## config.mk

```make
export PLATFORM = sky130hd
export DESIGN_NAME = output_layer_flat
export DESIGN_NICKNAME = d
export VERILOG_FILES = /design/src/rtl/output_layer_if.sv /design/src/rtl/output_layer.sv /design/src/flat_wrapper.sv
export SDC_FILE = /design/constraint.sdc
export NUM_CORES = 2
export LEC_CHECK = 0
export CAP_MARGIN = 20
export CELL_PAD_IN_SITES_DETAIL_PLACEMENT = 1
export CELL_PAD_IN_SITES_GLOBAL_PLACEMENT = 2
export CORE_MARGIN = 4
export CORE_UTILIZATION = 40
export CTS_CLUSTER_DIAMETER = 150
export DETAILED_ROUTE_END_ITERATION = 8
export PLACE_DENSITY_LB_ADDON = 0.12
export RECOVER_POWER = 100
export SKIP_LAST_GASP = 1
export SLEW_MARGIN = 20
export SYNTH_ARGS = -nofsm -noshare
export SYNTH_HDL_FRONTEND = slang
export SYNTH_SLANG_ARGS = --single-unit
export TNS_END_PERCENT = 50
```

## constraint.sdc

```tcl
create_clock -name clk -period 8.1 [get_ports clk]
set_input_delay 0.81 -clock clk [delete_from_list [all_inputs] [get_ports clk]]
set_output_delay 0.81 -clock clk [all_outputs]
set_load 0.02 [all_outputs]
```

## src/rtl/output_layer_if.sv

```systemverilog
// AXI4 master bus bundle for output_layer: full write channel set plus the
// unused read channel, with master/slave views.
interface output_layer_if #(
  parameter int ID_W   = 1,
  parameter int ADDR_W = 32,
  parameter int DATA_W = 64
);
  logic [ID_W-1:0]     awid;
  logic [ADDR_W-1:0]   awaddr;
  logic [7:0]          awlen;
  logic [2:0]          awsize;
  logic [1:0]          awburst;
  logic                awlock;
  logic [3:0]          awcache;
  logic [2:0]          awprot;
  logic [3:0]          awqos;
  logic                awvalid;
  logic                awready;
  logic [DATA_W-1:0]   wdata;
  logic [DATA_W/8-1:0] wstrb;
  logic                wlast;
  logic                wvalid;
  logic                wready;
  logic [ID_W-1:0]     bid;
  logic [1:0]          bresp;
  logic                bvalid;
  logic                bready;
  logic [ID_W-1:0]     arid;
  logic [ADDR_W-1:0]   araddr;
  logic [7:0]          arlen;
  logic [2:0]          arsize;
  logic [1:0]          arburst;
  logic                arlock;
  logic [3:0]          arcache;
  logic [2:0]          arprot;
  logic [3:0]          arqos;
  logic                arvalid;
  logic                arready;
  logic [ID_W-1:0]     rid;
  logic [DATA_W-1:0]   rdata;
  logic [1:0]          rresp;
  logic                rlast;
  logic                rvalid;
  logic                rready;

  modport master (
    output awid, awaddr, awlen, awsize, awburst, awlock, awcache, awprot, awqos, awvalid,
    input  awready,
    output wdata, wstrb, wlast, wvalid,
    input  wready,
    input  bid, bresp, bvalid,
    output bready,
    output arid, araddr, arlen, arsize, arburst, arlock, arcache, arprot, arqos, arvalid,
    input  arready,
    input  rid, rdata, rresp, rlast, rvalid,
    output rready
  );

  modport slave (
    input  awid, awaddr, awlen, awsize, awburst, awlock, awcache, awprot, awqos, awvalid,
    output awready,
    input  wdata, wstrb, wlast, wvalid,
    output wready,
    output bid, bresp, bvalid,
    input  bready,
    input  arid, araddr, arlen, arsize, arburst, arlock, arcache, arprot, arqos, arvalid,
    output arready,
    output rid, rdata, rresp, rlast, rvalid,
    input  rready
  );
endinterface

```

## src/rtl/output_layer.sv

```systemverilog
// Packs raster-order 8-bit pixels into little-endian AXI words and writes each
// row to DDR as INCR bursts, one outstanding transaction at a time.
//
// state  | meaning
// IDLE   | waiting for Start
// AW     | current burst's words are buffering; address offered once all present
// W      | streaming the burst's beats out of the word FIFO
// B      | waiting for the write response
// DONE   | done pulse (held one extra cycle for an empty frame)
module output_layer #(
  parameter int C_M_AXI_ID_WIDTH   = 1,
  parameter int C_M_AXI_ADDR_WIDTH = 32,
  parameter int C_M_AXI_DATA_WIDTH = 64,
  parameter int C_M_AXI_BURST_LEN  = 8
) (
  input  logic                          clk,
  input  logic                          reset_n,
  input  logic                          Start,
  input  logic [C_M_AXI_ADDR_WIDTH-1:0] axi_address,
  input  logic [15:0]                   allocated_space_per_row,
  input  logic [15:0]                   output_layer_row_size,
  input  logic [15:0]                   output_layer_col_size,
  input  logic [7:0]                    output_layer_data,
  input  logic                          output_layer_valid,
  output logic                          output_layer_rdy,
  output logic                          busy,
  output logic                          done,
  output logic                          error,
  output_layer_if.master                m_axi
);
  localparam int AW     = C_M_AXI_ADDR_WIDTH;
  localparam int DW     = C_M_AXI_DATA_WIDTH;
  localparam int BYTES  = DW / 8;
  localparam int LANE_W = $clog2(BYTES);
  localparam int BL     = C_M_AXI_BURST_LEN;
  localparam int LOG_BL = $clog2(BL);
  localparam int DEPTH  = 2 * BL;
  localparam int PTR_W  = $clog2(DEPTH);
  localparam logic [AW-1:0] BURST_BYTES = AW'(BL * BYTES);

  localparam logic [2:0] S_IDLE = 3'd0;
  localparam logic [2:0] S_AW   = 3'd1;
  localparam logic [2:0] S_W    = 3'd2;
  localparam logic [2:0] S_B    = 3'd3;
  localparam logic [2:0] S_DONE = 3'd4;

  logic [2:0]        state;
  logic              zero_hold;
  logic              busy_q, error_q;
  logic [15:0]       row_size_q, col_size_q, pitch_q;
  logic [16:0]       full_q, rem_q, bursts_q, burst_idx;
  logic [15:0]       row_idx;
  logic [AW-1:0]     row_base, awaddr_q;
  logic [7:0]        awlen_q, beat;

  logic [31:0]       pix_left;
  logic [15:0]       byte_pos;
  logic [DW-1:0]     acc_data, new_data;
  logic [BYTES-1:0]  acc_strb, new_strb;
  logic [LANE_W-1:0] lane;
  logic              row_end, word_end, accept, push, pop;

  logic [DW-1:0]     fifo_data [DEPTH];
  logic [BYTES-1:0]  fifo_strb [DEPTH];
  logic [PTR_W-1:0]  wr_ptr, rd_ptr;
  logic [PTR_W:0]    count;
  logic              fifo_full;

  logic [16:0]       words_in, full_in, rem_in;
  logic              start_go, size_zero, b_hs, more_bursts, more_rows;

  function automatic logic [7:0] awlen_for(input logic [16:0] idx,
                                           input logic [16:0] fulls,
                                           input logic [16:0] rem);
    logic [16:0] n;
    n = (idx < fulls) ? 17'(BL) : rem;
    return 8'(n - 17'd1);
  endfunction

  assign words_in    = ({1'b0, output_layer_row_size} + 17'(BYTES - 1)) >> LANE_W;
  assign full_in     = words_in >> LOG_BL;
  assign rem_in      = words_in & 17'(BL - 1);
  assign start_go    = Start & (state == S_IDLE);
  assign size_zero   = (output_layer_row_size == 16'd0) | (output_layer_col_size == 16'd0);
  assign b_hs        = (state == S_B) & m_axi.bvalid;
  assign more_bursts = (burst_idx + 17'd1) < bursts_q;
  assign more_rows   = (17'(row_idx) + 17'd1) < {1'b0, col_size_q};

  always_ff @(posedge clk or negedge reset_n) begin
    if (!reset_n) begin
      state      <= S_IDLE;
      zero_hold  <= 1'b0;
      busy_q     <= 1'b0;
      error_q    <= 1'b0;
      row_size_q <= '0;
      col_size_q <= '0;
      pitch_q    <= '0;
      full_q     <= '0;
      rem_q      <= '0;
      bursts_q   <= '0;
      burst_idx  <= '0;
      row_idx    <= '0;
      row_base   <= '0;
      awaddr_q   <= '0;
      awlen_q    <= '0;
      beat       <= '0;
    end else begin
      case (state)
        S_IDLE: if (start_go) begin
          busy_q     <= 1'b1;
          error_q    <= 1'b0;
          row_size_q <= output_layer_row_size;
          col_size_q <= output_layer_col_size;
          pitch_q    <= allocated_space_per_row;
          full_q     <= full_in;
          rem_q      <= rem_in;
          bursts_q   <= full_in + {16'd0, rem_in != 17'd0};
          burst_idx  <= '0;
          row_idx    <= '0;
          row_base   <= axi_address;
          awaddr_q   <= axi_address;
          awlen_q    <= awlen_for(17'd0, full_in, rem_in);
          if (size_zero) begin
            state     <= S_DONE;
            zero_hold <= 1'b1;
          end else begin
            state <= S_AW;
          end
        end
        S_AW: if (m_axi.awvalid && m_axi.awready) begin
          state <= S_W;
          beat  <= '0;
        end
        S_W: if (m_axi.wvalid && m_axi.wready) begin
          beat <= beat + 8'd1;
          if (m_axi.wlast) state <= S_B;
        end
        S_B: if (b_hs) begin
          error_q <= error_q | (m_axi.bresp != 2'b00);
          if (more_bursts) begin
            burst_idx <= burst_idx + 17'd1;
            awaddr_q  <= awaddr_q + BURST_BYTES;
            awlen_q   <= awlen_for(burst_idx + 17'd1, full_q, rem_q);
            state     <= S_AW;
          end else if (more_rows) begin
            row_idx   <= row_idx + 16'd1;
            row_base  <= row_base + AW'(pitch_q);
            awaddr_q  <= row_base + AW'(pitch_q);
            burst_idx <= '0;
            awlen_q   <= awlen_for(17'd0, full_q, rem_q);
            state     <= S_AW;
          end else begin
            state <= S_DONE;
          end
        end
        S_DONE: begin
          if (zero_hold) begin
            zero_hold <= 1'b0;
          end else begin
            busy_q <= 1'b0;
            state  <= S_IDLE;
          end
        end
        default: state <= S_IDLE;
      endcase
    end
  end

  // Packer: byte k of a row lands in lane k mod BYTES of word k/BYTES.
  assign lane      = byte_pos[LANE_W-1:0];
  assign row_end   = byte_pos == (row_size_q - 16'd1);
  assign word_end  = (lane == {LANE_W{1'b1}}) | row_end;
  assign new_data  = acc_data | (DW'(output_layer_data) << {lane, 3'b000});
  assign new_strb  = acc_strb | (BYTES'(1) << lane);
  assign accept    = output_layer_valid & output_layer_rdy;
  assign push      = accept & word_end;
  assign pop       = m_axi.wvalid & m_axi.wready;
  assign fifo_full = count == (PTR_W + 1)'(DEPTH);

  always_ff @(posedge clk or negedge reset_n) begin
    if (!reset_n) begin
      pix_left <= '0;
      byte_pos <= '0;
      acc_data <= '0;
      acc_strb <= '0;
    end else if (start_go) begin
      pix_left <= 32'(output_layer_row_size) * 32'(output_layer_col_size);
      byte_pos <= '0;
      acc_data <= '0;
      acc_strb <= '0;
    end else if (accept) begin
      pix_left <= pix_left - 32'd1;
      byte_pos <= row_end ? 16'd0 : byte_pos + 16'd1;
      acc_data <= word_end ? '0 : new_data;
      acc_strb <= word_end ? '0 : new_strb;
    end
  end

  always_ff @(posedge clk) begin
    if (push) begin
      fifo_data[wr_ptr] <= new_data;
      fifo_strb[wr_ptr] <= new_strb;
    end
  end

  always_ff @(posedge clk or negedge reset_n) begin
    if (!reset_n) begin
      wr_ptr <= '0;
      rd_ptr <= '0;
      count  <= '0;
    end else begin
      if (push) wr_ptr <= wr_ptr + 1'b1;
      if (pop)  rd_ptr <= rd_ptr + 1'b1;
      case ({push, pop})
        2'b10:   count <= count + 1'b1;
        2'b01:   count <= count - 1'b1;
        default: count <= count;
      endcase
    end
  end

  assign output_layer_rdy = busy_q & ~fifo_full & (pix_left != 32'd0);
  assign busy             = busy_q;
  assign done             = (state == S_DONE) & ~zero_hold;
  assign error            = error_q;

  // Address is held back until the whole burst is buffered so W never stalls.
  assign m_axi.awvalid = (state == S_AW) & (9'(count) > {1'b0, awlen_q});
  assign m_axi.awaddr  = awaddr_q;
  assign m_axi.awlen   = awlen_q;
  assign m_axi.awid    = '0;
  assign m_axi.awsize  = 3'd3;
  assign m_axi.awburst = 2'b01;
  assign m_axi.awlock  = 1'b0;
  assign m_axi.awcache = 4'b0011;
  assign m_axi.awprot  = 3'd0;
  assign m_axi.awqos   = 4'd0;
  assign m_axi.wvalid  = (state == S_W);
  assign m_axi.wdata   = m_axi.wvalid ? fifo_data[rd_ptr] : '0;
  assign m_axi.wstrb   = m_axi.wvalid ? fifo_strb[rd_ptr] : '0;
  assign m_axi.wlast   = m_axi.wvalid & (beat == awlen_q);
  assign m_axi.bready  = (state == S_B);
  assign m_axi.arid    = '0;
  assign m_axi.araddr  = '0;
  assign m_axi.arlen   = '0;
  assign m_axi.arsize  = '0;
  assign m_axi.arburst = '0;
  assign m_axi.arlock  = 1'b0;
  assign m_axi.arcache = '0;
  assign m_axi.arprot  = '0;
  assign m_axi.arqos   = '0;
  assign m_axi.arvalid = 1'b0;
  assign m_axi.rready  = 1'b0;

  logic unused_inputs;
  assign unused_inputs = ^{m_axi.bid, m_axi.arready, m_axi.rid, m_axi.rdata,
                           m_axi.rresp, m_axi.rlast, m_axi.rvalid};
endmodule

```

## src/flat_wrapper.sv

```systemverilog
// flat-port wrapper written by rule: the top's interface ports become plain ports
module output_layer_flat 
#(
  parameter int C_M_AXI_ID_WIDTH   = 1,
  parameter int C_M_AXI_ADDR_WIDTH = 32,
  parameter int C_M_AXI_DATA_WIDTH = 64,
  parameter int C_M_AXI_BURST_LEN  = 8
)
  (clk, reset_n, Start, axi_address, allocated_space_per_row, output_layer_row_size, output_layer_col_size, output_layer_data, output_layer_valid, output_layer_rdy, busy, done, error, m_axi_awid, m_axi_awaddr, m_axi_awlen, m_axi_awsize, m_axi_awburst, m_axi_awlock, m_axi_awcache, m_axi_awprot, m_axi_awqos, m_axi_awvalid, m_axi_awready, m_axi_wdata, m_axi_wstrb, m_axi_wlast, m_axi_wvalid, m_axi_wready, m_axi_bid, m_axi_bresp, m_axi_bvalid, m_axi_bready, m_axi_arid, m_axi_araddr, m_axi_arlen, m_axi_arsize, m_axi_arburst, m_axi_arlock, m_axi_arcache, m_axi_arprot, m_axi_arqos, m_axi_arvalid, m_axi_arready, m_axi_rid, m_axi_rdata, m_axi_rresp, m_axi_rlast, m_axi_rvalid, m_axi_rready);
  output_layer_if #(.ID_W(1), .ADDR_W(32), .DATA_W(64)) m_axi_i ();
  input  logic clk;
  input  logic reset_n;
  input  logic Start;
  input  logic [C_M_AXI_ADDR_WIDTH-1:0] axi_address;
  input  logic [15:0] allocated_space_per_row;
  input  logic [15:0] output_layer_row_size;
  input  logic [15:0] output_layer_col_size;
  input  logic [7:0] output_layer_data;
  input  logic output_layer_valid;
  output logic output_layer_rdy;
  output logic busy;
  output logic done;
  output logic error;
  output wire logic [$bits(m_axi_i.awid)-1:0] m_axi_awid;
  output wire logic [$bits(m_axi_i.awaddr)-1:0] m_axi_awaddr;
  output wire logic [$bits(m_axi_i.awlen)-1:0] m_axi_awlen;
  output wire logic [$bits(m_axi_i.awsize)-1:0] m_axi_awsize;
  output wire logic [$bits(m_axi_i.awburst)-1:0] m_axi_awburst;
  output wire logic [$bits(m_axi_i.awlock)-1:0] m_axi_awlock;
  output wire logic [$bits(m_axi_i.awcache)-1:0] m_axi_awcache;
  output wire logic [$bits(m_axi_i.awprot)-1:0] m_axi_awprot;
  output wire logic [$bits(m_axi_i.awqos)-1:0] m_axi_awqos;
  output wire logic [$bits(m_axi_i.awvalid)-1:0] m_axi_awvalid;
  input wire logic [$bits(m_axi_i.awready)-1:0] m_axi_awready;
  output wire logic [$bits(m_axi_i.wdata)-1:0] m_axi_wdata;
  output wire logic [$bits(m_axi_i.wstrb)-1:0] m_axi_wstrb;
  output wire logic [$bits(m_axi_i.wlast)-1:0] m_axi_wlast;
  output wire logic [$bits(m_axi_i.wvalid)-1:0] m_axi_wvalid;
  input wire logic [$bits(m_axi_i.wready)-1:0] m_axi_wready;
  input wire logic [$bits(m_axi_i.bid)-1:0] m_axi_bid;
  input wire logic [$bits(m_axi_i.bresp)-1:0] m_axi_bresp;
  input wire logic [$bits(m_axi_i.bvalid)-1:0] m_axi_bvalid;
  output wire logic [$bits(m_axi_i.bready)-1:0] m_axi_bready;
  output wire logic [$bits(m_axi_i.arid)-1:0] m_axi_arid;
  output wire logic [$bits(m_axi_i.araddr)-1:0] m_axi_araddr;
  output wire logic [$bits(m_axi_i.arlen)-1:0] m_axi_arlen;
  output wire logic [$bits(m_axi_i.arsize)-1:0] m_axi_arsize;
  output wire logic [$bits(m_axi_i.arburst)-1:0] m_axi_arburst;
  output wire logic [$bits(m_axi_i.arlock)-1:0] m_axi_arlock;
  output wire logic [$bits(m_axi_i.arcache)-1:0] m_axi_arcache;
  output wire logic [$bits(m_axi_i.arprot)-1:0] m_axi_arprot;
  output wire logic [$bits(m_axi_i.arqos)-1:0] m_axi_arqos;
  output wire logic [$bits(m_axi_i.arvalid)-1:0] m_axi_arvalid;
  input wire logic [$bits(m_axi_i.arready)-1:0] m_axi_arready;
  input wire logic [$bits(m_axi_i.rid)-1:0] m_axi_rid;
  input wire logic [$bits(m_axi_i.rdata)-1:0] m_axi_rdata;
  input wire logic [$bits(m_axi_i.rresp)-1:0] m_axi_rresp;
  input wire logic [$bits(m_axi_i.rlast)-1:0] m_axi_rlast;
  input wire logic [$bits(m_axi_i.rvalid)-1:0] m_axi_rvalid;
  output wire logic [$bits(m_axi_i.rready)-1:0] m_axi_rready;
  assign m_axi_awid = m_axi_i.awid;
  assign m_axi_awaddr = m_axi_i.awaddr;
  assign m_axi_awlen = m_axi_i.awlen;
  assign m_axi_awsize = m_axi_i.awsize;
  assign m_axi_awburst = m_axi_i.awburst;
  assign m_axi_awlock = m_axi_i.awlock;
  assign m_axi_awcache = m_axi_i.awcache;
  assign m_axi_awprot = m_axi_i.awprot;
  assign m_axi_awqos = m_axi_i.awqos;
  assign m_axi_awvalid = m_axi_i.awvalid;
  assign m_axi_i.awready = m_axi_awready;
  assign m_axi_wdata = m_axi_i.wdata;
  assign m_axi_wstrb = m_axi_i.wstrb;
  assign m_axi_wlast = m_axi_i.wlast;
  assign m_axi_wvalid = m_axi_i.wvalid;
  assign m_axi_i.wready = m_axi_wready;
  assign m_axi_i.bid = m_axi_bid;
  assign m_axi_i.bresp = m_axi_bresp;
  assign m_axi_i.bvalid = m_axi_bvalid;
  assign m_axi_bready = m_axi_i.bready;
  assign m_axi_arid = m_axi_i.arid;
  assign m_axi_araddr = m_axi_i.araddr;
  assign m_axi_arlen = m_axi_i.arlen;
  assign m_axi_arsize = m_axi_i.arsize;
  assign m_axi_arburst = m_axi_i.arburst;
  assign m_axi_arlock = m_axi_i.arlock;
  assign m_axi_arcache = m_axi_i.arcache;
  assign m_axi_arprot = m_axi_i.arprot;
  assign m_axi_arqos = m_axi_i.arqos;
  assign m_axi_arvalid = m_axi_i.arvalid;
  assign m_axi_i.arready = m_axi_arready;
  assign m_axi_i.rid = m_axi_rid;
  assign m_axi_i.rdata = m_axi_rdata;
  assign m_axi_i.rresp = m_axi_rresp;
  assign m_axi_i.rlast = m_axi_rlast;
  assign m_axi_i.rvalid = m_axi_rvalid;
  assign m_axi_rready = m_axi_i.rready;
  output_layer #(.C_M_AXI_ID_WIDTH(C_M_AXI_ID_WIDTH), .C_M_AXI_ADDR_WIDTH(C_M_AXI_ADDR_WIDTH), .C_M_AXI_DATA_WIDTH(C_M_AXI_DATA_WIDTH), .C_M_AXI_BURST_LEN(C_M_AXI_BURST_LEN)) u_core (.clk(clk), .reset_n(reset_n), .Start(Start), .axi_address(axi_address), .allocated_space_per_row(allocated_space_per_row), .output_layer_row_size(output_layer_row_size), .output_layer_col_size(output_layer_col_size), .output_layer_data(output_layer_data), .output_layer_valid(output_layer_valid), .output_layer_rdy(output_layer_rdy), .busy(busy), .done(done), .error(error), .m_axi(m_axi_i));
endmodule
```

==> impl_metrics.prom <==
# TYPE chip_impl_metric gauge
chip_impl_metric{name="cts-htree-levels",unit=""} 4
chip_impl_metric{name="grt_pass1_vias",unit=""} 46000
chip_impl_metric{name="tightestPinTransition",unit="ns"} 4.68
chip_impl_metric{name="firstDrtPassIters",unit=""} 5
chip_impl_metric{name="ys_seq_area_share",unit="%"} 59.4
chip_impl_info{name="hp-class",value="reg -> reg"} 1
chip_impl_info{name="synth_top_flop_cell",value="sky130_fd_sc_hd__edfxtp_1"} 1
chip_impl_metric{name="maximum_number_of_pins_on_one_net_before_global_route_repair",unit=""} 151
chip_impl_metric{name="power.leakage",unit="nW"} 30.4
chip_impl_info{name="crit-reg2reg-launch",value="u_core.row_size_q[0]"} 1
chip_impl_metric{name="area_delta_synth_final",unit="%"} 14.0
chip_impl_metric{name="post_synth.cell_area_avg",unit="sq um"} 14.4
chip_impl_metric{name="grt_antenna_before_repair",unit=""} 5
chip_impl_metric{name="final_min_period_over_clock_period",unit="%"} 86.1
chip_impl_metric{name="postSynthCellCount",unit=""} 4997
chip_impl_metric{name="pwr-share-clk",unit="%"} 25.8
chip_impl_metric{name="max_slew_margin_vs_limit",unit="%"} -212
chip_impl_info{name="rsz0062_at_grt",value="no"} 1
chip_impl_metric{name="die_height",unit="um"} 432
chip_impl_metric{name="floorplan.core_area",unit="sq um"} 179000
chip_impl_metric{name="maxSlewViolCount",unit=""} 1369
chip_impl_metric{name="pin_count",unit=""} 366
chip_impl_metric{name="io_buffers",unit=""} 216
chip_impl_metric{name="fp.dieW",unit="um"} 432
chip_impl_metric{name="initial_core_util",unit="%"} 40.2
chip_impl_metric{name="route.met3.wl",unit="um"} 7400
chip_impl_metric{name="grt_first_pass_wirelength",unit="um"} 294000
chip_impl_metric{name="yosysWarnings",unit=""} 0
chip_impl_metric{name="tns",unit="ns"} 0
chip_impl_info{name="regToRegEndpoint",value="u_core.fifo_data[3][46]"} 1
chip_impl_metric{name="gr-usage-all-layers",unit="%"} 20.9
chip_impl_metric{name="final.setup_skew",unit="ns"} 0.0583
chip_impl_metric{name="cts_buf_count",unit=""} 163
chip_impl_metric{name="place_congestion",unit=""} 0.748
chip_impl_metric{name="netSwitchingFraction",unit="%"} 35.9
chip_impl_info{name="startpoint_type",value="flip-flop"} 1
chip_impl_metric{name="sequentialPowerShare",unit="%"} 35.1
chip_impl_metric{name="switching_power",unit="mW"} 10.3
chip_impl_info{name="netlist_top_cells_area",value="sky130_fd_sc_hd__edfxtp_1 48%, sky130_fd_sc_hd__dfrtp_1 11%, sky130_fd_sc_hd__mux4_2 11%"} 1
chip_impl_metric{name="place.detailed.hpwl",unit="um"} 115000
chip_impl_info{name="clock_root_buffer_master",value="sky130_fd_sc_hd__clkbuf_16"} 1
chip_impl_metric{name="finalNonFillerCells",unit=""} 7713
chip_impl_metric{name="power_consumption",unit="mW"} 28.7
chip_impl_metric{name="fin_util",unit="%"} 45.9
chip_impl_metric{name="finalSetupViolCount",unit=""} 0
chip_impl_metric{name="fraction_of_layout_cells_with_a_size_suffix_above_1",unit="%"} 13.7
chip_impl_metric{name="yosys.area.top_type_share",unit="%"} 48.1
chip_impl_info{name="top_signal_layer_used",value="met5"} 1
chip_impl_metric{name="post_cts_setup_repair_bufs",unit=""} 0
chip_impl_info{name="violations",value="max-capacitance violations, max-slew violations"} 1
chip_impl_metric{name="n_fill_cell",unit=""} 17700
chip_impl_info{name="worstSetupEndpointType",value="flip-flop"} 1
chip_impl_metric{name="cp_data_required_time",unit="ns"} 8.41
chip_impl_metric{name="clkTransAtPathRegs",unit="ns"} 0.05
chip_impl_metric{name="cell_internal_pwr",unit="mW"} 18.4
chip_impl_metric{name="fin_crit",unit="ns"} 6.98
chip_impl_metric{name="grt_overflow",unit=""} 0
chip_impl_info{name="crit_path_start",value="u_core.row_size_q[0]"} 1
chip_impl_metric{name="drt.antenna.violating_nets",unit=""} 0
chip_impl_metric{name="async_reset_ff_share",unit="%"} 22.0
chip_impl_metric{name="wirelength_met1",unit="um"} 84300
chip_impl_metric{name="dieArea",unit="sq um"} 187000
chip_impl_metric{name="post_synth_instance_area",unit="sq um"} 71900
chip_impl_metric{name="drt-wirelength-per-cell",unit="um"} 25.0
chip_impl_metric{name="worst_ir_drop_vdd",unit="mV"} 0.277
chip_impl_metric{name="route.detailed.vias_per_inst",unit=""} 5.38
chip_impl_metric{name="synth_edf_count",unit=""} 1152
chip_impl_metric{name="comb_power_share",unit="%"} 39.2
chip_impl_info{name="yosysTopAreaCell",value="sky130_fd_sc_hd__edfxtp_1"} 1
chip_impl_metric{name="vias",unit=""} 41500
chip_impl_metric{name="number_of_maximum_capacitance_constraint_violations",unit=""} 32
chip_impl_metric{name="dp_cells",unit=""} 7405
chip_impl_metric{name="rows",unit=""} 155
chip_impl_metric{name="numClockSinks",unit=""} 1477
chip_impl_metric{name="final-hold-violation-count",unit=""} 0
chip_impl_metric{name="wl_met2",unit="um"} 97100
chip_impl_metric{name="clk_path_buf_depth",unit=""} 3
chip_impl_info{name="status",value="finished, violations left"} 1
chip_impl_metric{name="detail_route.iter0.violations",unit=""} 2705
chip_impl_metric{name="synth-seq-cells",unit=""} 1477
chip_impl_metric{name="clk-insertion-delay-late",unit="ns"} 0.81
chip_impl_metric{name="crit_path_max_fanout",unit=""} 72
chip_impl_info{name="worstSetupPathType",value="reg -> reg"} 1
chip_impl_info{name="cp-endpoint",value="u_core.fifo_data[3][46]"} 1
chip_impl_metric{name="ff2ff_path_depth",unit=""} 12
chip_impl_metric{name="routed_wire_length",unit="um"} 193000
chip_impl_metric{name="drt_drc_violations_left",unit=""} 0
chip_impl_metric{name="pwr_density_cell",unit="nW/um^2"} 350
chip_impl_metric{name="worst_ep_arrival_time",unit="ns"} 7.29
chip_impl_metric{name="design.final.nets",unit=""} 5769
chip_impl_metric{name="setup.reg_to_reg.worst_slack",unit="ns"} 1.12
chip_impl_metric{name="synth.lib_cells_used.distinct",unit=""} 91
chip_impl_metric{name="post_cts_resized",unit=""} 0
chip_impl_info{name="cts_tree",value="built"} 1
chip_impl_metric{name="achievable_frequency",unit="GHz"} 0.143
## area by class of cell
cell class / count / area, sq um / share of cell area, %
Sequential cell: 1477 / 42700 / 52.2
Multi-Input combinational cell: 2875 / 26400 / 32.2
Clock buffer: 227 / 4540 / 5.54
Timing Repair Buffer: 322 / 3010 / 3.67
Tap cell: 2355 / 2950 / 3.60
Inverter: 379 / 1420 / 1.74
Clock inverter: 73 / 868 / 1.06
Antenna cell: 5 / 12.5 / 0.0153
## how the worst min path moves through the flow
| stage | startpoint | to | slack (ns) | depth (start not counted) |
|---|---|---|---|---|
| floorplan | u_core.bursts_q[0] | u_core.bursts_q[0] | 0.44 | 2 |
| global placement | u_core.row_base[11] | u_core.row_base[11] | 0.46 | 2 |
| detailed placement | u_core.m_axi.awaddr[0] | u_core.m_axi.awaddr[0] | 0.47 | 1 |
| CTS | allocated_space_per_row[0] | u_core.pitch_q[0] | 0.48 | 3 |
| global route | u_core.m_axi.awaddr[1] | u_core.m_axi.awaddr[1] | 0.50 | 1 |
| finish | u_core.row_base[7] | u_core.row_base[7] | 0.48 | 2 |
## what timing repair did
action	CTS	global route
endpoints found under the hold margin	28	0
hold buffers	1	0
setup endpoints to repair	0	0
## logic make-up after synthesis
kind of cell               after synthesis  share of synthesized area, %
adders and majority gates              384                          8.73
buffers and inverters                  721                          4.28
and+or+nand+nor                       1166                          7.87
xor gates and xnor gates               199                          2.42
DFF                                   1477                          59.4
muxes                                  379                          11.5
AOI/OAI and AO/OA                      669                          5.70
other                                    2                        0.0104
## synth_stat cells (124+ instances only)
cell type / n
sky130_fd_sc_hd__o21ai_0: 159
sky130_fd_sc_hd__clkbuf_1: 202
sky130_fd_sc_hd__dfrtp_1: 325
sky130_fd_sc_hd__mux4_2: 360
sky130_fd_sc_hd__nand2_1: 522
sky130_fd_sc_hd__edfxtp_1: 1152
sky130_fd_sc_hd__xnor2_1: 124
sky130_fd_sc_hd__and2_1: 200
sky130_fd_sc_hd__ha_1: 187
sky130_fd_sc_hd__fa_1: 196
sky130_fd_sc_hd__a21oi_1: 184
sky130_fd_sc_hd__inv_1: 376
## cell usage in the layout, fill, tap and decap left out, types with 26 or more instances in the layout
cell	count
sky130_fd_sc_hd__dlygate4sd3_1	60
sky130_fd_sc_hd__buf_4	61
sky130_fd_sc_hd__ha_1	187
sky130_fd_sc_hd__and2_1	188
sky130_fd_sc_hd__a21oi_1	184
sky130_fd_sc_hd__inv_1	375
sky130_fd_sc_hd__clkbuf_1	62
sky130_fd_sc_hd__xnor2_1	124
sky130_fd_sc_hd__xor2_1	75
sky130_fd_sc_hd__dfrtp_1	321
sky130_fd_sc_hd__nor3_1	37
sky130_fd_sc_hd__clkinv_2	32
sky130_fd_sc_hd__nand3_1	90
sky130_fd_sc_hd__nand4_1	27
sky130_fd_sc_hd__a22o_1	26
sky130_fd_sc_hd__clkdlybuf4s50_1	156
sky130_fd_sc_hd__conb_1	78
sky130_fd_sc_hd__and3_1	46
sky130_fd_sc_hd__clkbuf_16	163
sky130_fd_sc_hd__fa_1	196
sky130_fd_sc_hd__nor2_1	112
sky130_fd_sc_hd__a31oi_1	32
sky130_fd_sc_hd__nand2_1	521
sky130_fd_sc_hd__edfxtp_1	1152
sky130_fd_sc_hd__o21ai_0	230
sky130_fd_sc_hd__a21o_1	27
sky130_fd_sc_hd__mux4_2	360
sky130_fd_sc_hd__nor4_1	31
## routing by layer
layer  GRT usage (%)  vias to the layer above
met5               0                        -
met4            4.60                        4
met3            3.30                      241
met2            36.2                      710
met1            28.0                    22000
li1                -                    18600
## power by group through the flow
stage	registers, mW	logic, mW	clock network, mW
2_1_floorplan	9.97	8.39	0
3_3_place_gp	10.2	11.4	0
3_5_place_dp	10.2	11.6	0
4_1_cts	10.1	11.6	7.60
5_1_grt	10.2	12.7	7.93
6_report	10.1	11.2	7.39
## per-stage QoR
step,hold WS (ns),area [sq um],worst slack [ns]
floorplan,0.437,72200,1.49
global placement,0.458,76700,0.474
detailed placement,0.466,76700,0.445
CTS,0.476,82200,1.31
global route,0.503,81900,0.394
finish,0.476,81900,1.12
## worst max-delay path, cell delays in order, from the launching register on
cell	delay, ns
sky130_fd_sc_hd__dfrtp_1	0.41
sky130_fd_sc_hd__inv_1	0.13
sky130_fd_sc_hd__ha_1	0.31
sky130_fd_sc_hd__or4b_1	0.54
sky130_fd_sc_hd__nor4_1	0.38
sky130_fd_sc_hd__xnor2_1	0.11
sky130_fd_sc_hd__nor4_1	0.33
sky130_fd_sc_hd__o211ai_2	0.13
sky130_fd_sc_hd__a2111oi_0	0.46
sky130_fd_sc_hd__clkbuf_1	0.77
sky130_fd_sc_hd__o211ai_1	0.47
sky130_fd_sc_hd__nor3_4	0.23
sky130_fd_sc_hd__clkbuf_2	2.22
## sequential cells by signal, indices dropped and copies added, names as in the netlist, 5 cells and up
register / count
u_core.beat: 8
u_core.pix_left: 32
u_core.row_idx: 16
u_core.acc_data: 64
u_core.row_size_q: 16
u_core.acc_strb: 8
u_core.full_q: 11
u_core.count: 5
u_core.m_axi.awaddr: 32
u_core.m_axi.awlen: 7
u_core.burst_idx: 17
u_core.row_base: 32
u_core.fifo_strb: 128
u_core.col_size_q: 16
u_core.fifo_data: 1024
u_core.bursts_q: 12
u_core.byte_pos: 16
u_core.pitch_q: 16
Power figures use the tool's default switching activity.
